==> src/rtl/shiftright_seq_if.sv <==
// shiftright_seq_if: frame-level bundle between upstream logic, the sequencer
// and the 4-bit right-shift register it feeds.
//   in_valid/in_ready/in_data : word handshake. A word moves on a rising edge
//                               where in_valid && in_ready are both high. in_valid
//                               may rise at any time and is ignored while in_ready
//                               is low. in_data only matters on that edge.
//   sh_hold                   : stall request from the register side.
//   sh_bit/sh_en              : serial bit and shift enable to the register.
//   frame_start/frame_done    : single-cycle frame markers.
//   busy                      : sequencer is not idle.
// Modports: master = upstream/register side, slave = sequencer.
interface shiftright_seq_if #(
  parameter int WIDTH = 4
);
  logic             in_valid;
  logic             in_ready;
  logic [WIDTH-1:0] in_data;
  logic             sh_hold;
  logic             sh_bit;
  logic             sh_en;
  logic             frame_start;
  logic             frame_done;
  logic             busy;

  modport master (
    output in_valid, in_data, sh_hold,
    input  in_ready, sh_bit, sh_en, frame_start, frame_done, busy
  );

  modport slave (
    input  in_valid, in_data, sh_hold,
    output in_ready, sh_bit, sh_en, frame_start, frame_done, busy
  );
endinterface

==> src/rtl/shiftright_seq_ctrl.sv <==
// shiftright_seq_ctrl: accepts a parallel word and feeds it one bit per cycle
// into a right-shift register. Feeding LSB first leaves the register holding
// the original word once the frame completes.
// Ports:
//   clk        : rising-edge clock
//   rst        : synchronous, active-low reset
//   bus        : shiftright_seq_if.slave (handshake, shift outputs, markers)
//   state_dbg  : current FSM state (0 IDLE, 1 SHIFT, 2 PAR, 3 GAP)
// Parameters: WIDTH (>= 2), LSB_FIRST, IDLE_GAP (0..15 dead cycles per frame).
// Optional feature: define SHIFTRIGHT_SEQ_PARITY_EN to append an even-parity
// bit (XOR of the accepted word) after the data bits.
module shiftright_seq_ctrl #(
  parameter int WIDTH     = 4,
  parameter bit LSB_FIRST = 1'b1,
  parameter int IDLE_GAP  = 1
) (
  input  logic               clk,
  input  logic               rst,
  shiftright_seq_if.slave    bus,
  output logic [1:0]         state_dbg
);
  typedef enum logic [1:0] {
    IDLE  = 2'd0,
    SHIFT = 2'd1,
    PAR   = 2'd2,
    GAP   = 2'd3
  } state_t;

  localparam int CW = $clog2(WIDTH);
  localparam logic [CW-1:0] LAST_BIT = CW'(WIDTH - 1);
  localparam logic [3:0]    GAP_LAST = 4'(IDLE_GAP - 1);
  // State entered once the last bit of a frame has been shifted.
  localparam state_t POST_FRAME = (IDLE_GAP == 0) ? IDLE : GAP;

  state_t           state;
  logic [WIDTH-1:0] data_q;
  logic [CW-1:0]    bit_cnt;
  logic [3:0]       gap_cnt;
  logic             out_bit;
  logic             shifting;

  assign out_bit  = LSB_FIRST ? data_q[0] : data_q[WIDTH-1];
  assign shifting = (state == SHIFT) || (state == PAR);

  assign bus.in_ready = (state == IDLE);
  assign bus.busy     = (state != IDLE);
  assign bus.sh_en    = shifting && !bus.sh_hold;
  assign state_dbg    = state;

`ifdef SHIFTRIGHT_SEQ_PARITY_EN
  logic par_q;
  assign bus.sh_bit = (state == SHIFT) ? out_bit :
                      (state == PAR)   ? par_q   : 1'b0;
`else
  assign bus.sh_bit = (state == SHIFT) ? out_bit : 1'b0;
`endif

  always_ff @(posedge clk) begin
    if (!rst) begin
      state           <= IDLE;
      data_q          <= '0;
      bit_cnt         <= '0;
      gap_cnt         <= '0;
      bus.frame_start <= 1'b0;
      bus.frame_done  <= 1'b0;
`ifdef SHIFTRIGHT_SEQ_PARITY_EN
      par_q           <= 1'b0;
`endif
    end else begin
      bus.frame_start <= 1'b0;
      bus.frame_done  <= 1'b0;
      case (state)
        IDLE: begin
          // in_ready is high throughout IDLE, so in_valid alone accepts.
          if (bus.in_valid) begin
            data_q          <= bus.in_data;
            bit_cnt         <= '0;
            state           <= SHIFT;
            bus.frame_start <= 1'b1;
`ifdef SHIFTRIGHT_SEQ_PARITY_EN
            par_q           <= ^bus.in_data;
`endif
          end
        end
        SHIFT: begin
          // A hold freezes data_q and bit_cnt, so sh_bit stays stable.
          if (!bus.sh_hold) begin
            data_q  <= LSB_FIRST ? (data_q >> 1) : (data_q << 1);
            bit_cnt <= bit_cnt + 1'b1;
            if (bit_cnt == LAST_BIT) begin
`ifdef SHIFTRIGHT_SEQ_PARITY_EN
              state          <= PAR;
`else
              state          <= POST_FRAME;
              gap_cnt        <= '0;
              bus.frame_done <= 1'b1;
`endif
            end
          end
        end
`ifdef SHIFTRIGHT_SEQ_PARITY_EN
        PAR: begin
          if (!bus.sh_hold) begin
            state          <= POST_FRAME;
            gap_cnt        <= '0;
            bus.frame_done <= 1'b1;
          end
        end
`endif
        GAP: begin
          if (gap_cnt == GAP_LAST) begin
            state <= IDLE;
          end else begin
            gap_cnt <= gap_cnt + 1'b1;
          end
        end
        default: state <= IDLE;
      endcase
    end
  end
endmodule

==> src/flat_wrapper.sv <==
// flat-port wrapper written by rule: the top's interface ports become plain ports
module shiftright_seq_ctrl_flat 
#(
  parameter int WIDTH     = 4,
  parameter bit LSB_FIRST = 1'b1,
  parameter int IDLE_GAP  = 1
)
  (clk, rst, state_dbg, bus_in_valid, bus_in_data, bus_sh_hold, bus_in_ready, bus_sh_bit, bus_sh_en, bus_frame_start, bus_frame_done, bus_busy);
  shiftright_seq_if #(.WIDTH(WIDTH)) bus_i ();
  input  logic clk;
  input  logic rst;
  output logic [1:0] state_dbg;
  input wire logic [$bits(bus_i.in_valid)-1:0] bus_in_valid;
  input wire logic [$bits(bus_i.in_data)-1:0] bus_in_data;
  input wire logic [$bits(bus_i.sh_hold)-1:0] bus_sh_hold;
  output wire logic [$bits(bus_i.in_ready)-1:0] bus_in_ready;
  output wire logic [$bits(bus_i.sh_bit)-1:0] bus_sh_bit;
  output wire logic [$bits(bus_i.sh_en)-1:0] bus_sh_en;
  output wire logic [$bits(bus_i.frame_start)-1:0] bus_frame_start;
  output wire logic [$bits(bus_i.frame_done)-1:0] bus_frame_done;
  output wire logic [$bits(bus_i.busy)-1:0] bus_busy;
  assign bus_i.in_valid = bus_in_valid;
  assign bus_i.in_data = bus_in_data;
  assign bus_i.sh_hold = bus_sh_hold;
  assign bus_in_ready = bus_i.in_ready;
  assign bus_sh_bit = bus_i.sh_bit;
  assign bus_sh_en = bus_i.sh_en;
  assign bus_frame_start = bus_i.frame_start;
  assign bus_frame_done = bus_i.frame_done;
  assign bus_busy = bus_i.busy;
  shiftright_seq_ctrl #(.WIDTH(WIDTH), .LSB_FIRST(LSB_FIRST), .IDLE_GAP(IDLE_GAP)) u_core (.clk(clk), .rst(rst), .bus(bus_i), .state_dbg(state_dbg));
endmodule
==> config.mk <==
export PLATFORM = sky130hd
export DESIGN_NAME = shiftright_seq_ctrl_flat
export DESIGN_NICKNAME = d
export VERILOG_FILES = /design/src/rtl/shiftright_seq_if.sv /design/src/rtl/shiftright_seq_ctrl.sv /design/src/flat_wrapper.sv
export SDC_FILE = /design/constraint.sdc
export NUM_CORES = 1
export LEC_CHECK = 0
export ABC_AREA = 0
export CAP_MARGIN = 25
export CORE_MARGIN = 1.5
export CORE_UTILIZATION = 55
export CTS_BUF_LIST = sky130_fd_sc_hd__clkbuf_2 sky130_fd_sc_hd__clkbuf_4 sky130_fd_sc_hd__clkbuf_8
export DETAILED_ROUTE_END_ITERATION = 16
export PLACE_DENSITY_LB_ADDON = 0.2
export SLEW_MARGIN = 15
export SYNTH_ARGS = -nofsm -noshare
export SYNTH_HDL_FRONTEND = slang
export SYNTH_SLANG_ARGS = --single-unit
==> constraint.sdc <==
create_clock -name clk -period 4.4 [get_ports clk]
set_clock_uncertainty 0.15 [all_clocks]
set_input_delay 0.44 -clock clk [delete_from_list [all_inputs] [get_ports clk]]
set_output_delay 0.44 -clock clk [all_outputs]
set_load 0.01 [all_outputs]
==> flow_summary_export.csv, run 1 <==
group,metric,value,unit
outcome,status,"finished clean",
logic_synthesis,synth_xor_area_frac,0,
placed_design,portBuffers,15,
clock_network,clk_latency,0.29,ns
logic_synthesis,syn_area,890,µm²
power_and_ir_drop,p_clk_frac,0.211,
worst_setup_path,crit_type,"reg -> out",
power_and_ir_drop,seqPwrFrac,0.347,
worst_setup_path,critPathRequiredTime,3.81,ns
grt,track_usage,0.205,
power_and_ir_drop,powerDensity,427,nW/µm²
logic_synthesis,synth_warnings,0,
drt,routedWlPerCell,13.4,µm
logic_synthesis,synth_adder_area_share,0.113,
placed_design,place_inst,122,
clock_network,path_clk_slew,0.09,ns
clock_network,cts_sinks,14,
grt,grt_max_degree,20,
flow_run,maxCapViolCount,0,
power_and_ir_drop,p_switching,164,µW
sta,setup_tns,0,ns
clock_network,cts.htree.levels,1,
floorplanning,die_x,43.2,µm
worst_setup_path,worstPathCellList,"inv_1 > ha_1 > nor2b_1 > clkdlybuf4s50_1",
floorplanning,core_area,1510,µm²
clock_network,postCtsSetupBuffers,0,
logic_synthesis,synth_compound_area_frac,0.226,
clock_network,cts_buffers,3,
logic_synthesis,synth_mux_area_frac,0.0788,
sta,setup_viol,0,
sta,fmax,0.427,GHz
logic_synthesis,syn_nets,111,
cells_and_area,final_util,0.716,
clock_network,clk_path_buf_depth,2,
clock_network,cts-root-buf,"clkbuf_4",
sta,finalWorstSetupSlack,2.06,ns
sta,period_minus_slack,2.34,ns
logic_synthesis,syn_inst,95,
logic_synthesis,synth-simple-area-share,0.218,
cells_and_area,multiInputGateArea,566,µm²
worst_setup_path,end_kind,"output port",
sta,hold_violations,0,
floorplanning,rows,14,
sta,drv_slew,0,
power_and_ir_drop,leakagePower,0.000405,µW
drt,wirelength,1690,µm
floorplanning,start_util,0.591,
logic_synthesis,yosysSeqAreaShare,0.315,
grt,antenna_found_initial,0,
worst_setup_path,slowest_delay,0.54,ns
drt,ant_nets,0,
worst_setup_path,crit_arrival,1.75,ns
worst_hold_path,hp-class,"reg -> reg",
placed_design,dpl.hpwl,1230,µm
worst_hold_path,whs_path_depth,2,
clock_network,cts-resized-gates,0,
sta,grt_setup_unrepaired,"false",
logic_synthesis,postSynthAreaPerCell,9.36,µm²
grt,grt_pass1_wl,2860,µm
clock_network,cts_tree,"built",
cells_and_area,stdcell_count,126,
floorplanning,dieArea,1870,µm²
worst_setup_path,critPathSlowestCell,"clkdlybuf4s50_1",
drt,num_vias,744,
drt,drc,0,
power_and_ir_drop,power.share.combinational,0.442,
placed_design,preCtsSetupSlack,2.22,ns
drt,drtIter0Drc,6,
cells_and_area,antennaDiodeCount,0,
logic_synthesis,ys_types,33,
logic_synthesis,synth-seq-cells,14,
cells_and_area,layout-drive-gt1-share,0.0818,
cells_and_area,synthToLayoutAreaGrowth,21.2,%
logic_synthesis,synth_top_family_by_area,"compound AO/OA/AOI/OAI gates",
worst_setup_path,r2r_cells,4,
worst_setup_path,crit_path_max_fanout,7,
clock_network,hold_buffers,0,
grt,grt_pass1_vias,670,
floorplanning,io_pins,16,
worst_setup_path,start_kind,"register",
power_and_ir_drop,sw_frac_of_total,0.356,
power_and_ir_drop,internal_power,296,µW
sta,tightestPinTransition,0.614,ns
floorplanning,die_h,43.2,µm
sta,fin_crit_sh,0.532,
grt,grt_remaining_overflow,0,
cells_and_area,nFillCells,119,
cells_and_area,regArea,280,µm²
drt,viasPerCell,5.90,
drt,drt_pass1_iterations,4,
power_and_ir_drop,p_total,460,µW
cells_and_area,final_nets,127,
sta,max-slew-margin-rel,0.589,
placed_design,gp_congestion,0.817,
power_and_ir_drop,peakVddDrop,0.000281,V
==> stage by stage <==
| stage | hold slack, ns | instance area, µm² |
|---|---|---|
| 2_1_floorplan | 0.293 | 890 |
| 3_3_place_gp | 0.306 | 1040 |
| 3_5_place_dp | 0.319 | 1040 |
| 4_1_cts | 0.333 | 1080 |
| 5_1_grt | 0.352 | 1080 |
| 6_report | 0.329 | 1080 |
==> metal layers <==
metal | part of all wire | GRT usage
met5 | 0 | 0
met4 | 0.030 | 0.121
met3 | 0.031 | 0.0383
met2 | 0.44 | 0.325
met1 | 0.49 | 0.255
==> worst max-delay path, delay by kind of cell (launching register included) <==
kind / cells / cell delay, ns
adders and majority gates: 1 / 0.27
DFF: 1 / 0.46
buffers and inverters: 2 / 0.61
and+or+nand+nor: 1 / 0.12
==> cell usage after synthesis <==
master     count  area, µm²
dfxtp_1       14        280
ha_1           8        100
inv_1          7       26.3
mux2i_1        7       70.1
nand2_1        7       26.3
o21ai_0        7       35.0
a21boi_0       4       30.0
nor2b_1        4       25.0
nand3_1        3       15.0
nand3b_1       3       22.5
or3_1          3       18.8
a2111oi_4      2       55.1
a21boi_1       2       15.0
a21oi_1        2       10.0
and2_1         2       12.5
clkbuf_1       2       7.51
nand2b_1       2       12.5
a211o_1        1       8.76
a221oi_1       1       8.76
a22o_1         1       8.76
a32o_1         1       10.0
and3_1         1       6.26
and4bb_2       1       12.5
buf_2          1       5.00
clkbuf_2       1       5.00
nand4_1        1       6.26
nand4b_1       1       8.76
nor2_1         1       3.75
nor3_1         1       5.00
o221a_2        1       11.3
o2bb2ai_1      1       8.76
or3b_4         1       11.3
or4_1          1       7.51
==> final cells by class <==
cell class                      count  area share
Sequential cell                    14       0.260
Clock buffer                        4      0.0336
Timing Repair Buffer               15       0.139
Multi-Input combinational cell     70       0.524
Inverter                            7      0.0244
Tap cell                           16      0.0186
==> power groups by stage <==
stage / sequential (µW) / combinational (µW) / clock (µW)
floorplan: 163 / 136 / 0
global placement: 162 / 202 / 0
detailed placement: 164 / 204 / 0
CTS: 161 / 204 / 96.7
global route: 163 / 226 / 103
finish: 160 / 203 / 96.9
==> state kept, by name, indices dropped and copies added (netlist names) <==
name,flops
u_core.data_q,4
u_core.gap_cnt,4
u_core.bit_cnt,2
u_core.state_dbg,2
u_core.bus.frame_done,1
u_core.bus.frame_start,1
==> path summary, 6_finish.rpt <==
kind	startpoint	to	slack [ns]
max reg2reg	u_core.state_dbg[0]$_SDFFE_PN0P_	u_core.data_q[1]$_SDFFE_PN0P_	2.36
min	u_core.data_q[0]$_SDFFE_PN0P_	u_core.data_q[0]$_SDFFE_PN0P_	0.33
min reg2reg	u_core.data_q[0]$_SDFFE_PN0P_	u_core.data_q[0]$_SDFFE_PN0P_	0.33
max	u_core.state_dbg[0]$_SDFFE_PN0P_	bus_sh_en	2.06
==> layout by cell type, fill, tap and decap left out <==
cell type / Yosys / layout
a2111oi_4: 2 / 2
a211o_1: 1 / 1
a21boi_0: 4 / 4
a21boi_1: 2 / 2
a21oi_1: 2 / 2
a221oi_1: 1 / 1
a22o_1: 1 / 1
a32o_1: 1 / 1
and2_1: 2 / 2
and3_1: 1 / 1
and4bb_2: 1 / 1
clkbuf_4: 0 / 3
clkbuf_8: 0 / 1
clkdlybuf4s50_1: 0 / 15
dfxtp_1: 14 / 14
ha_1: 8 / 8
inv_1: 7 / 7
mux2i_1: 7 / 7
nand2_1: 7 / 7
nand2b_1: 2 / 2
nand3_1: 3 / 3
nand3b_1: 3 / 3
nand4_1: 1 / 1
nand4b_1: 1 / 1
nor2_1: 1 / 1
nor2b_1: 4 / 4
nor3_1: 1 / 1
o21ai_0: 7 / 7
o221a_2: 1 / 1
o2bb2ai_1: 1 / 1
or3_1: 3 / 3
or3b_4: 1 / 1
or4_1: 1 / 1
==> cell families after synthesis <==
logic type      Yosys count
compound gates           23
simple gates             32
mux                       7
flops                    14
fa+ha+maj                 8
buf+inv                  11
Power figures use the tool's default switching activity.
==> run 2, diff against run 1 <==
- CORE_UTILIZATION: 55 -> 53
- clock period: 4.4 -> 2.2 ns (I/O delays scaled with it)
==> run 2 against run 1 <==
Via count is 1.6% lower. Cell area grew 0.70%. Setup slack worse by 2.0 ns. First-iteration DRC count rose to 4.0 times the previous value. Sequential power up 100%. Non-clock buffer count is 1 higher. Clock power is 93% higher. Core utilization decreased by 1.1 points. Die area increased by 3.5%. Sequential share of layout area is 0.18 points lower. Critical path type unchanged.
==> flow_summary_export.csv, run 2 (same netlist as run 1, synthesis figures left out) <==
group,metric,value,unit
clock_network,path_clk_slew,0.09,ns
cells_and_area,stdcell_count,127,
sta,period_minus_slack,2.12,ns
grt,track_usage,0.197,
drt,viasPerCell,5.76,
clock_network,clk_path_buf_depth,2,
worst_setup_path,start_kind,"register",
grt,grt_pass1_wl,2820,µm
placed_design,gp_congestion,0.770,
cells_and_area,antennaDiodeCount,0,
placed_design,place_inst,123,
grt,grt_max_degree,20,
drt,drtIter0Drc,24,
power_and_ir_drop,powerDensity,850,nW/µm²
grt,grt_remaining_overflow,0,
outcome,status,"finished clean",
clock_network,postCtsSetupBuffers,0,
drt,routedWlPerCell,13.6,µm
flow_run,maxCapViolCount,0,
clock_network,hold_buffers,0,
worst_setup_path,critPathRequiredTime,1.83,ns
sta,hold_violations,0,
power_and_ir_drop,leakagePower,0.000410,µW
floorplanning,start_util,0.577,
drt,num_vias,732,
sta,fmax,0.472,GHz
power_and_ir_drop,peakVddDrop,0.000606,V
cells_and_area,top_regs,"u_core.data_q x4, u_core.gap_cnt x4",
clock_network,cts.htree.levels,1,
floorplanning,dieArea,1930,µm²
clock_network,cts_sinks,14,
sta,grt_setup_unrepaired,"false",
sta,max-slew-margin-rel,0.584,
clock_network,cts-resized-gates,0,
grt,grt_pass1_vias,683,
clock_network,cts_buffers,3,
clock_network,cts_tree,"built",
clock_network,clk_latency,0.28,ns
cells_and_area,final_nets,128,
cells_and_area,layout-drive-gt1-share,0.0901,
drt,wirelength,1730,µm
placed_design,portBuffers,15,
cells_and_area,fin_area,1090,µm²
sta,holdWs,0.334,ns
cells_and_area,synthToLayoutAreaGrowth,22.1,%
sta,tightestPinTransition,0.622,ns
sta,fin_crit_sh,0.963,
placed_design,dpl.hpwl,1300,µm
floorplanning,io_pins,16,
sta,setup_tns,0,ns
sta,drv_slew,0,
floorplanning,die_h,44.0,µm
floorplanning,core_area,1540,µm²
cells_and_area,layout_commonest_cell,"clkdlybuf4s50_1",
worst_hold_path,hp-class,"reg -> reg",
worst_setup_path,crit_type,"reg -> out",
placed_design,postPlaceCellArea,1050,µm²
worst_setup_path,crit_path_max_fanout,7,
clock_network,cts-root-buf,"clkbuf_4",
sta,setup_viol,0,
drt,drt_pass1_iterations,3,
drt,ant_nets,0,
worst_setup_path,crit_arrival,1.75,ns
floorplanning,rows,14,
cells_and_area,layout_common_cells,"clkdlybuf4s50_1 (15), dfxtp_1 (14), ha_1 (8)",
drt,drc,0,
floorplanning,die_x,44.0,µm
worst_setup_path,end_kind,"output port",
grt,antenna_found_initial,0,
==> run 2: cell type report <==
cell class	count	area, µm²
clock buffers	4	36.3
fillers	134	455
flip-flops and latches	14	280
multi-input cells	70	566
well taps	16	20.0
inverters	7	26.3
repair buffers	16	158
==> run 2: worst paths after layout <==
kind / cells past startpoint / from / endpoint / slack, ns
hold / removal: 2 / u_core.data_q[3]$_SDFFE_PN0P_ / u_core.data_q[3]$_SDFFE_PN0P_ / 0.33
setup / recovery: 4 / u_core.state_dbg[0]$_SDFFE_PN0P_ / bus_sh_en / 0.08
hold reg to reg: 2 / u_core.data_q[3]$_SDFFE_PN0P_ / u_core.data_q[3]$_SDFFE_PN0P_ / 0.33
setup reg to reg: 5 / u_core.state_dbg[1]$_SDFFE_PN0P_ / u_core.data_q[3]$_SDFFE_PN0P_ / 0.31
==> run 2: report_power, final <==
group | internal (µW) | total [µW] | switching [µW]
clock network | 101 | 187 | 85.9
logic | 211 | 415 | 205
registers | 290 | 322 | 31.2
==> run 2: through the flow <==
| stage | worst slack, ns | util | total power [µW] |
|---|---|---|---|
| CTS | 0.0564 | 0.705 | 934 |
| floorplan | 0.354 | - | 597 |
| finish | 0.0806 | 0.705 | 923 |
| global route | 0.00812 | 0.705 | 977 |
| global placement | 0.316 | 0.681 | 736 |
| detailed placement | 0.287 | 0.681 | 743 |
==> run 2: metal layers <==
layer / vias to the layer above / track usage / routed length (µm)
met1: 337 / 0.246 / 817
met3: 4 / 0.0250 / 48
li1: 380 / - / -
met4: 0 / 0.109 / 17
met2: 11 / 0.326 / 843
met5: - / 0 / 0
==> run 2: worst max-delay path, cell delays in order, from the launching register on <==
cell and delay (ns):
dfxtp_1 0.45, inv_1 0.07, ha_1 0.27, nor2b_1 0.13, clkdlybuf4s50_1 0.55
==> run 3, diff against run 2 <==
--- a/config.mk
+++ b/config.mk
@@ -9,5 +9,5 @@
 export CAP_MARGIN = 25
 export CORE_MARGIN = 1.5
-export CORE_UTILIZATION = 53
+export CORE_UTILIZATION = 50
 export CTS_BUF_LIST = sky130_fd_sc_hd__clkbuf_2 sky130_fd_sc_hd__clkbuf_4 sky130_fd_sc_hd__clkbuf_8
 export DETAILED_ROUTE_END_ITERATION = 16
==> constraint.sdc (replaced) <==
create_clock -name clk -period 2.2 [get_ports clk]
set_clock_uncertainty 0.15 [all_clocks]
set_input_delay 0.44 -clock clk [delete_from_list [all_inputs] [get_ports clk]]
set_output_delay 0.44 -clock clk [all_outputs]
set_load 0.01 [all_outputs]
==> run 3 against run 2 <==
Cell area up 3.1%. Core utilization is 4.2 points lower. Cell count grew 2.4%. Routed wire length grew 1.4%. Largest cell class unchanged. Clock-buffer cell count stayed put.
==> flow_summary_export.csv, run 3 (same netlist as run 1, synthesis figures left out) <==
group,metric,value,unit
outcome,status,"finished clean",
cells_and_area,antennaDiodeCount,0,
cells_and_area,layout_common_cells,"clkdlybuf4s50_1 (13), dfxtp_1 (12)",
clock_network,hold_buffers,0,
drt,viasPerCell,5.72,
worst_setup_path,crit_arrival,1.54,ns
floorplanning,start_util,0.527,
worst_setup_path,critPathRequiredTime,1.61,ns
floorplanning,die_h,45.2,µm
floorplanning,die_x,45.2,µm
cells_and_area,synthToLayoutAreaGrowth,25.9,%
drt,ant_nets,0,
worst_setup_path,crit_path_max_fanout,8,
floorplanning,core_area,1690,µm²
floorplanning,io_pins,16,
worst_setup_path,crit_type,"reg -> out",
grt,grt_pass1_vias,611,
grt,grt_max_degree,20,
grt,track_usage,0.182,
worst_setup_path,reg2reg_from,"u_core.state_dbg[1]$_SDFFE_PN0P_",
sta,tightestPinTransition,0.530,ns
worst_setup_path,crit_start,"u_core.state_dbg[1]$_SDFFE_PN0P_",
clock_network,cts.htree.levels,1,
drt,wirelength,1750,µm
clock_network,cts_tree,"built",
placed_design,gp_congestion,0.726,
drt,num_vias,744,
worst_hold_path,hp-start,"u_core.data_q[3]$_SDFFE_PN0P_",
sta,grt_setup_unrepaired,"false",
sta,max-slew-margin-rel,0.636,
worst_hold_path,hp-class,"reg -> reg",
sta,period_minus_slack,2.13,ns
cells_and_area,top_regs,"u_core.data_q x4, u_core.gap_cnt x4",
cells_and_area,final_nets,130,
clock_network,cts-root-buf,"clkbuf_4",
grt,grt_remaining_overflow,0,
power_and_ir_drop,leakagePower,0.000430,µW
clock_network,cts_buffers,3,
sta,finalWorstSetupSlack,0.0733,ns
placed_design,preCtsSetupSlack,0.0303,ns
worst_setup_path,end_kind,"output port",
sta,fin_crit_sh,0.967,
power_and_ir_drop,peakVddDrop,0.000547,V
drt,drt_pass1_iterations,4,
clock_network,clk_latency,0.29,ns
worst_hold_path,whs_path_depth,2,
floorplanning,dieArea,2040,µm²
floorplanning,rows,15,
worst_setup_path,start_kind,"register",
grt,antenna_found_initial,0,
drt,routedWlPerCell,13.5,µm
power_and_ir_drop,powerDensity,861,nW/µm²
worst_setup_path,r2r_cells,6,
sta,hold_violations,0,
cells_and_area,layout-drive-gt1-share,0.142,
clock_network,path_clk_slew,0.09,ns
clock_network,cts_sinks,14,
sta,drv_slew,0,
sta,setup_viol,0,
drt,drc,0,
grt,grt_pass1_wl,2700,µm
placed_design,dpl.hpwl,1230,µm
cells_and_area,layout_commonest_cell,"clkdlybuf4s50_1",
drt,drtIter0Drc,12,
clock_network,clk_path_buf_depth,2,
placed_design,portBuffers,15,
sta,setup_tns,0,ns
sta,fmax,0.470,GHz
flow_run,maxCapViolCount,0,
## run 3: cell type report
| class | count | area, µm² |
|---|---|---|
| timing repair buffer | 18 | 170 |
| inverter | 7 | 26.3 |
| tap | 17 | 21.3 |
| fill | 152 | 569 |
| clock buffer | 4 | 36.3 |
| sequential | 14 | 285 |
| multi-input combinational | 70 | 581 |
## run 3: repair_timing
action                                  in CTS  in global routing
resized for setup                            5                  3
endpoints found under the setup margin       4                  2
buffers inserted                             0                  0
## run 3: through the flow
stage / utilization / hold slack [ns] / power, µW / cells / instance area, µm²
floorplan: - / 0.293 / 597 / 95 / 890
global placement: 0.631 / 0.312 / 751 / 126 / 1070
detailed placement: 0.631 / 0.320 / 756 / 126 / 1070
CTS: 0.655 / 0.336 / 951 / 130 / 1110
global route: 0.663 / 0.357 / 1030 / 130 / 1120
finish: 0.663 / 0.335 / 965 / 130 / 1120
## run 3: worst paths after layout
kind	end	slack (ns)
setup / recovery	bus_in_ready	0.07
hold / removal	u_core.data_q[3]$_SDFFE_PN0P_	0.33
setup reg to reg	u_core.gap_cnt[1]$_SDFFE_PN0P_	0.30
hold reg to reg	u_core.data_q[3]$_SDFFE_PN0P_	0.33
## run 3: routing by layer
layer	up-vias	GRT usage	part of all wire
li1	379	-	-
met1	347	0.250	0.48
met2	14	0.280	0.46
met3	4	0.0240	0.034
met4	0	0.0882	0.017
met5	-	0	0
## run 3: worst max-delay path: stages, from the launching register on
cell             delay, ns
dfxtp_4               0.37
inv_1                 0.13
ha_4                  0.20
clkdlybuf4s50_1       0.54
## run 3: power by group
| part | switching (µW) | total (µW) | internal [µW] |
|---|---|---|---|
| sequential | 23.3 | 315 | 291 |
| clock | 92.8 | 194 | 101 |
| combinational | 223 | 456 | 234 |
| total | 339 | 965 | 626 |
==> RTL change 1: new RTL, flow settings as in run 2 <==
`WIDTH` is set to 4 in 3 places; all go to 2.
--- a/src/rtl/shiftright_seq_if.sv
+++ b/src/rtl/shiftright_seq_if.sv
@@ -10,7 +10,7 @@
 //   busy                      : sequencer is not idle.
 // Modports: master = upstream/register side, slave = sequencer.
 interface shiftright_seq_if #(
-  parameter int WIDTH = 4
+  parameter int WIDTH = 2
 );
   logic             in_valid;
   logic             in_ready;
--- a/src/rtl/shiftright_seq_ctrl.sv
+++ b/src/rtl/shiftright_seq_ctrl.sv
@@ -10,7 +10,7 @@
 // Optional feature: define SHIFTRIGHT_SEQ_PARITY_EN to append an even-parity
 // bit (XOR of the accepted word) after the data bits.
 module shiftright_seq_ctrl #(
-  parameter int WIDTH     = 4,
+  parameter int WIDTH     = 2,
   parameter bit LSB_FIRST = 1'b1,
   parameter int IDLE_GAP  = 1
 ) (
--- a/src/flat_wrapper.sv
+++ b/src/flat_wrapper.sv
@@ -1,7 +1,7 @@
 // flat-port wrapper written by rule: the top's interface ports become plain ports
 module shiftright_seq_ctrl_flat 
 #(
-  parameter int WIDTH     = 4,
+  parameter int WIDTH     = 2,
   parameter bit LSB_FIRST = 1'b1,
   parameter int IDLE_GAP  = 1
 )
Interface: changed (resized bus_in_data); port bits go from 16 to 14. The function was not compared with the original's and may differ.
==> RTL change 1 against run 2 <==
- worst setup slack gained 0.0098 ns
- combinational power shrank 22%
- via count shrank 19%
- design area shrank 21%
- routed wire length shrank 24%
- synthesized area shrank 21%
- total power shrank 19%
- die area shrank 20%
- sequential cell count shrank 3
- sequential share of layout area grew 0.15 points
- critical path type unchanged
- largest cell class unchanged
==> RTL change 1: results (changes against run 2) <==
yosys:
  synthTopCellsByArea: "dfxtp_1 (31%), ha_1 (13%), inv_1 (5.4%)"
  yosysSeqAreaShare: 0.3148  # about the same
  synthMuxAreaShare: 0.07513  # -0.003628
  synth_fa_ha_area_frac: 0.1252  # +0.01271
  synth.distinct_cells: 31  # -6.1%
  synth_compound_area_frac: 0.2129  # -0.01356
  synth_nets: 90  # -19%
  avgSynthCellArea_sq_um: 9.083  # -3.0%
  yosys-top-cells-count: "dfxtp_1 (11), inv_1 (10), ha_1 (7), nand2_1 (7)"
worst_hold_path:
  hp-class: "reg2reg"
clocking:
  cts_buffer_depth: 2  # unchanged
  clk_pin_slew_ns: 0.07  # -0.02 ns
  post_cts.repair.setup_buffers: 0  # unchanged
  numCtsBuffers: 3  # unchanged
sta:
  finalHoldViolCount: 0  # unchanged
  fin_crit_sh: 0.9589  # -0.004439
  maxSlewHeadroom: 0.6831  # +0.09924
pwr:
  cellLeakagePower_uw: 0.0003345  # -18%
  seq-power_uw: 269  # -16%
  p_sw_uw: 267.2  # -17%
  ir_drop_v: 0.0005845  # -3.5%
global_routing:
  grtUsageMet1: 0.3000  # +0.05385
  grt_first_pass_wirelength_um: 2083  # -26%
  grt_util_met3: 0.08523  # +0.06023
  grtUsageMet2: 0.2458  # -0.08064
  grt_pass1_vias: 457  # -33%
  grt_max_degree: 15  # -25%
  grt_usage: 0.2019  # +0.004464
placed_design:
  hpwl_um: 958.1  # -26%
  io_buffers: 13  # -2
  place_area_sq_um: 822.0  # -22%
  place.gp.congestion: 0.7896  # +2.6%
  dp.cells: 102  # -17%
  place_worst_setup_slack_ns: 0.3627  # +0.07527 ns
setup_path:
  startpoint: "u_core.state_dbg[1]$_SDFFE_PN0P_"
  critPathMaxStageDelay_ns: 0.53  # -0.02 ns
  crit_slowest_cell: "clkdlybuf4s50_1"
  rr_endpoint: "u_core.gap_cnt[1]$_SDFFE_PN0P_"
  path_delay_family: "buffers and inverters"
  r2r_setup_slack_ns: 0.42  # +0.11 ns
  cp-endpoint: "bus_busy"
  crit_path_max_fanout: 7  # unchanged
routing:
  wl_um: 1310  # -24%
  wl_per_cell_um: 12.36  # -9.1%
  drtIter0Drc: 27  # +13%
  drt_pass1_iterations: 4  # +1
  viasPerCell: 5.585  # -3.1%
outcome:
  status: "finished clean"
finish:
  drive_gt1_frac: 0.1196  # +0.02948
  final_net_count: 106  # -17%
  fill_cells: 93  # -31%
-- RTL change 1: area by class of cell --
| type | count | area share |
|---|---|---|
| multi-input combinational | 53 | 0.4839 |
| sequential | 11 | 0.2595 |
| timing repair buffer | 13 | 0.1525 |
| inverter | 11 | 0.04839 |
| clock buffer | 4 | 0.03519 |
| tap | 14 | 0.02053 |
-- RTL change 1: worst min-delay path by stage --
stage                                               from                        endpoint  slack, ns  cells after the start
final                      u_core.data_q[1]$_SDFFE_PN0P_   u_core.data_q[1]$_SDFFE_PN0P_       0.33                      2
after global routing      u_core.gap_cnt[0]$_SDFFE_PN0P_  u_core.gap_cnt[0]$_SDFFE_PN0P_       0.36                      2
after CTS                  u_core.data_q[1]$_SDFFE_PN0P_   u_core.data_q[1]$_SDFFE_PN0P_       0.34                      2
after detailed placement   u_core.data_q[1]$_SDFFE_PN0P_   u_core.data_q[1]$_SDFFE_PN0P_       0.33                      2
after global placement     u_core.data_q[1]$_SDFFE_PN0P_   u_core.data_q[1]$_SDFFE_PN0P_       0.32                      2
after floorplan                                      rst   u_core.data_q[0]$_SDFFE_PN0P_       0.21                      2
-- RTL change 1: through the flow --
step | total power (uW) | utilization
floorplan | 487.5 | -
global placement | 588.8 | 0.7019
detailed placement | 591.2 | 0.7019
CTS | 746.5 | 0.7276
global route | 796.9 | 0.7286
finish | 746.8 | 0.7286
-- RTL change 1: metal layers --
layer	vias to the layer above	part of all wire
li1	301	-
met1	269	0.52
met2	20	0.40
met3	2	0.069
met4	0	0.0084
met5	-	0
-- RTL change 1: kinds of logic (layout without fill, tap and decap cells) --
logic type      count (synthesis)  in the layout
compound gates                 20             20
buf+inv                        13             28
simple gates                   22             22
fa+ha+maj                       7              7
mux                             4              4
flops                          11             11
==> RTL change 2: new RTL, config.mk and constraints of run 2 <==
Made on the original files. Register the output `state_dbg` once more; this adds one clock of latency there. The other outputs are not delayed to match.
--- a/src/rtl/shiftright_seq_ctrl.sv
+++ b/src/rtl/shiftright_seq_ctrl.sv
@@ -45,7 +45,9 @@
   assign bus.in_ready = (state == IDLE);
   assign bus.busy     = (state != IDLE);
   assign bus.sh_en    = shifting && !bus.sh_hold;
-  assign state_dbg    = state;
+  always_ff @(posedge clk) begin
+    state_dbg <= state;
+  end
 
 `ifdef SHIFTRIGHT_SEQ_PARITY_EN
   logic par_q;
Check against the original RTL: not equivalent (a bounded check fails within 4 cycles, from zero or initial values and one cycle with rst low).
==> RTL change 2 against run 2 <==
- global-route usage increased by 2.3 points
- register-to-register slack is essentially flat
- maximum frequency grew 2.8%
- worst setup slack improved by 0.057 ns
- synthesized area is 4.8% higher
- design area rose by 4.0%
- sequential cell count rose by 2
- sequential power is 16% higher
- routed wire length rose by 9.0%
- first-iteration DRC count shrank 54%
- worst hold slack worse by 0.086 ns
- total power up 7.1%
==> RTL change 2: results (changes against run 2) <==
yosys:
  synthTopCellsByArea: "dfxtp_1 (34%), ha_1 (11%), mux2i_1 (7.5%)"
  yosysSeqAreaShare: 0.3436  # +0.02857
  synth.distinct_cells: 31  # -6.1%
  synth_nets: 114  # +2.7%
placed_design:
  place.gp.congestion: 0.7742  # +0.61%
  hpwl_um: 1393  # +6.9%
setup_path:
  rr_endpoint: "u_core.state[1]$_SDFFE_PN0P_"
  crit_arrival_ns: 1.69  # -0.06 ns
  crit_path_max_fanout: 5  # -2
  reg2reg_from: "u_core.state[1]$_SDFFE_PN0P_"
routing:
  viasPerCell: 5.891  # +2.2%
  drtIter0Drc: 11  # -54%
worst_hold_path:
  hold_depth: 0  # -2
  hold_start: "u_core.state[1]$_SDFFE_PN0P_"
  whs_endpoint: "u_core.state_dbg[1]$_DFF_P_"
global_routing:
  grtUsageMet2: 0.3371  # +0.01067
  grtUsageMet1: 0.2970  # +0.05088
  grt_pass1_vias: 688  # +0.73%
  grt_max_degree: 13  # -35%
  grt_usage: 0.2208  # +0.02341
  grt_first_pass_wirelength_um: 3208  # +14%
finish:
  drive_gt1_frac: 0.1062  # +0.01610
  final_net_count: 130  # +1.6%
pwr:
  ir_drop_v: 0.0006248  # +3.1%
  cellLeakagePower_uw: 0.0004255  # +3.8%
sta:
  tightest_slew_ns: 0.5052  # -0.1171 ns
clocking:
  cts_root_buffer: "clkbuf_4"
outcome:
  status: "finished clean"
==> RTL change 2: logic make-up (layout without fill, tap and decap cells) <==
kind of cell               Yosys count  in the layout  share of synthesized area
adders and majority gates            8              8                     0.1074
muxes                                7              7                    0.07517
AOI/OAI and AO/OA                   24             24                     0.2255
and+or+nand+nor                     32             32                     0.2013
buffers and inverters               11             26                    0.04698
DFF                                 16             16                     0.3436
==> RTL change 2: how the worst max path moves through the flow <==
stage | from | endpoint | slack [ns] | depth (start not counted)
floorplan | u_core.gap_cnt[0]$_SDFFE_PN0P_ | u_core.state[1]$_SDFFE_PN0P_ | 0.43 | 5
global placement | u_core.state[0]$_SDFFE_PN0P_ | u_core.data_q[2]$_SDFFE_PN0P_ | 0.23 | 4
detailed placement | u_core.state[0]$_SDFFE_PN0P_ | u_core.data_q[2]$_SDFFE_PN0P_ | 0.18 | 4
CTS | u_core.state[0]$_SDFFE_PN0P_ | bus_sh_en | 0.04 | 4
global route | u_core.state[0]$_SDFFE_PN0P_ | bus_busy | 0.05 | 4
finish | u_core.state[1]$_SDFFE_PN0P_ | bus_sh_en | 0.14 | 4
==> RTL change 2: through the flow <==
stage	hold slack (ns)	utilization	cell area (sq um)	std cells	setup WS, ns
after floorplan	0.1462	-	932.1	98	0.4271
after global placement	0.2470	0.6905	1089	125	0.2317
after detailed placement	0.2558	0.6905	1089	125	0.1822
after CTS	0.2695	0.7135	1125	129	0.04243
after global routing	0.2584	0.7167	1130	129	0.05255
final	0.2478	0.7167	1130	129	0.1380
==> RTL change 2: critical path, cell delays in order, from the launching register on <==
cell and delay (ns):
dfxtp_2 0.37, inv_1 0.09, ha_1 0.28, nor2b_1 0.11
clkdlybuf4s50_1 0.55
==> RTL change 2: final cells by class <==
cell class / instances / area [sq um]
fill: 128 / 446.7
timing repair buffer: 16 / 157.7
multi-input combinational: 71 / 570.5
clock buffer: 4 / 36.28
inverter: 6 / 22.52
sequential: 16 / 322.8
tap: 16 / 20.02
==> RTL change 2: report_power, final <==
group | internal (uW) | switching [uW]
Sequential | 337 | 36.5
Combinational | 211 | 210
Clock | 101 | 94.9
Total | 648 | 341
==> RTL change 2: metal layers <==
metal	wire length (um)	share of wire	vias up
li1	-	-	386
met1	923	0.49	354
met2	859	0.46	15
met3	66	0.035	5
met4	35	0.019	0
met5	0	0	-
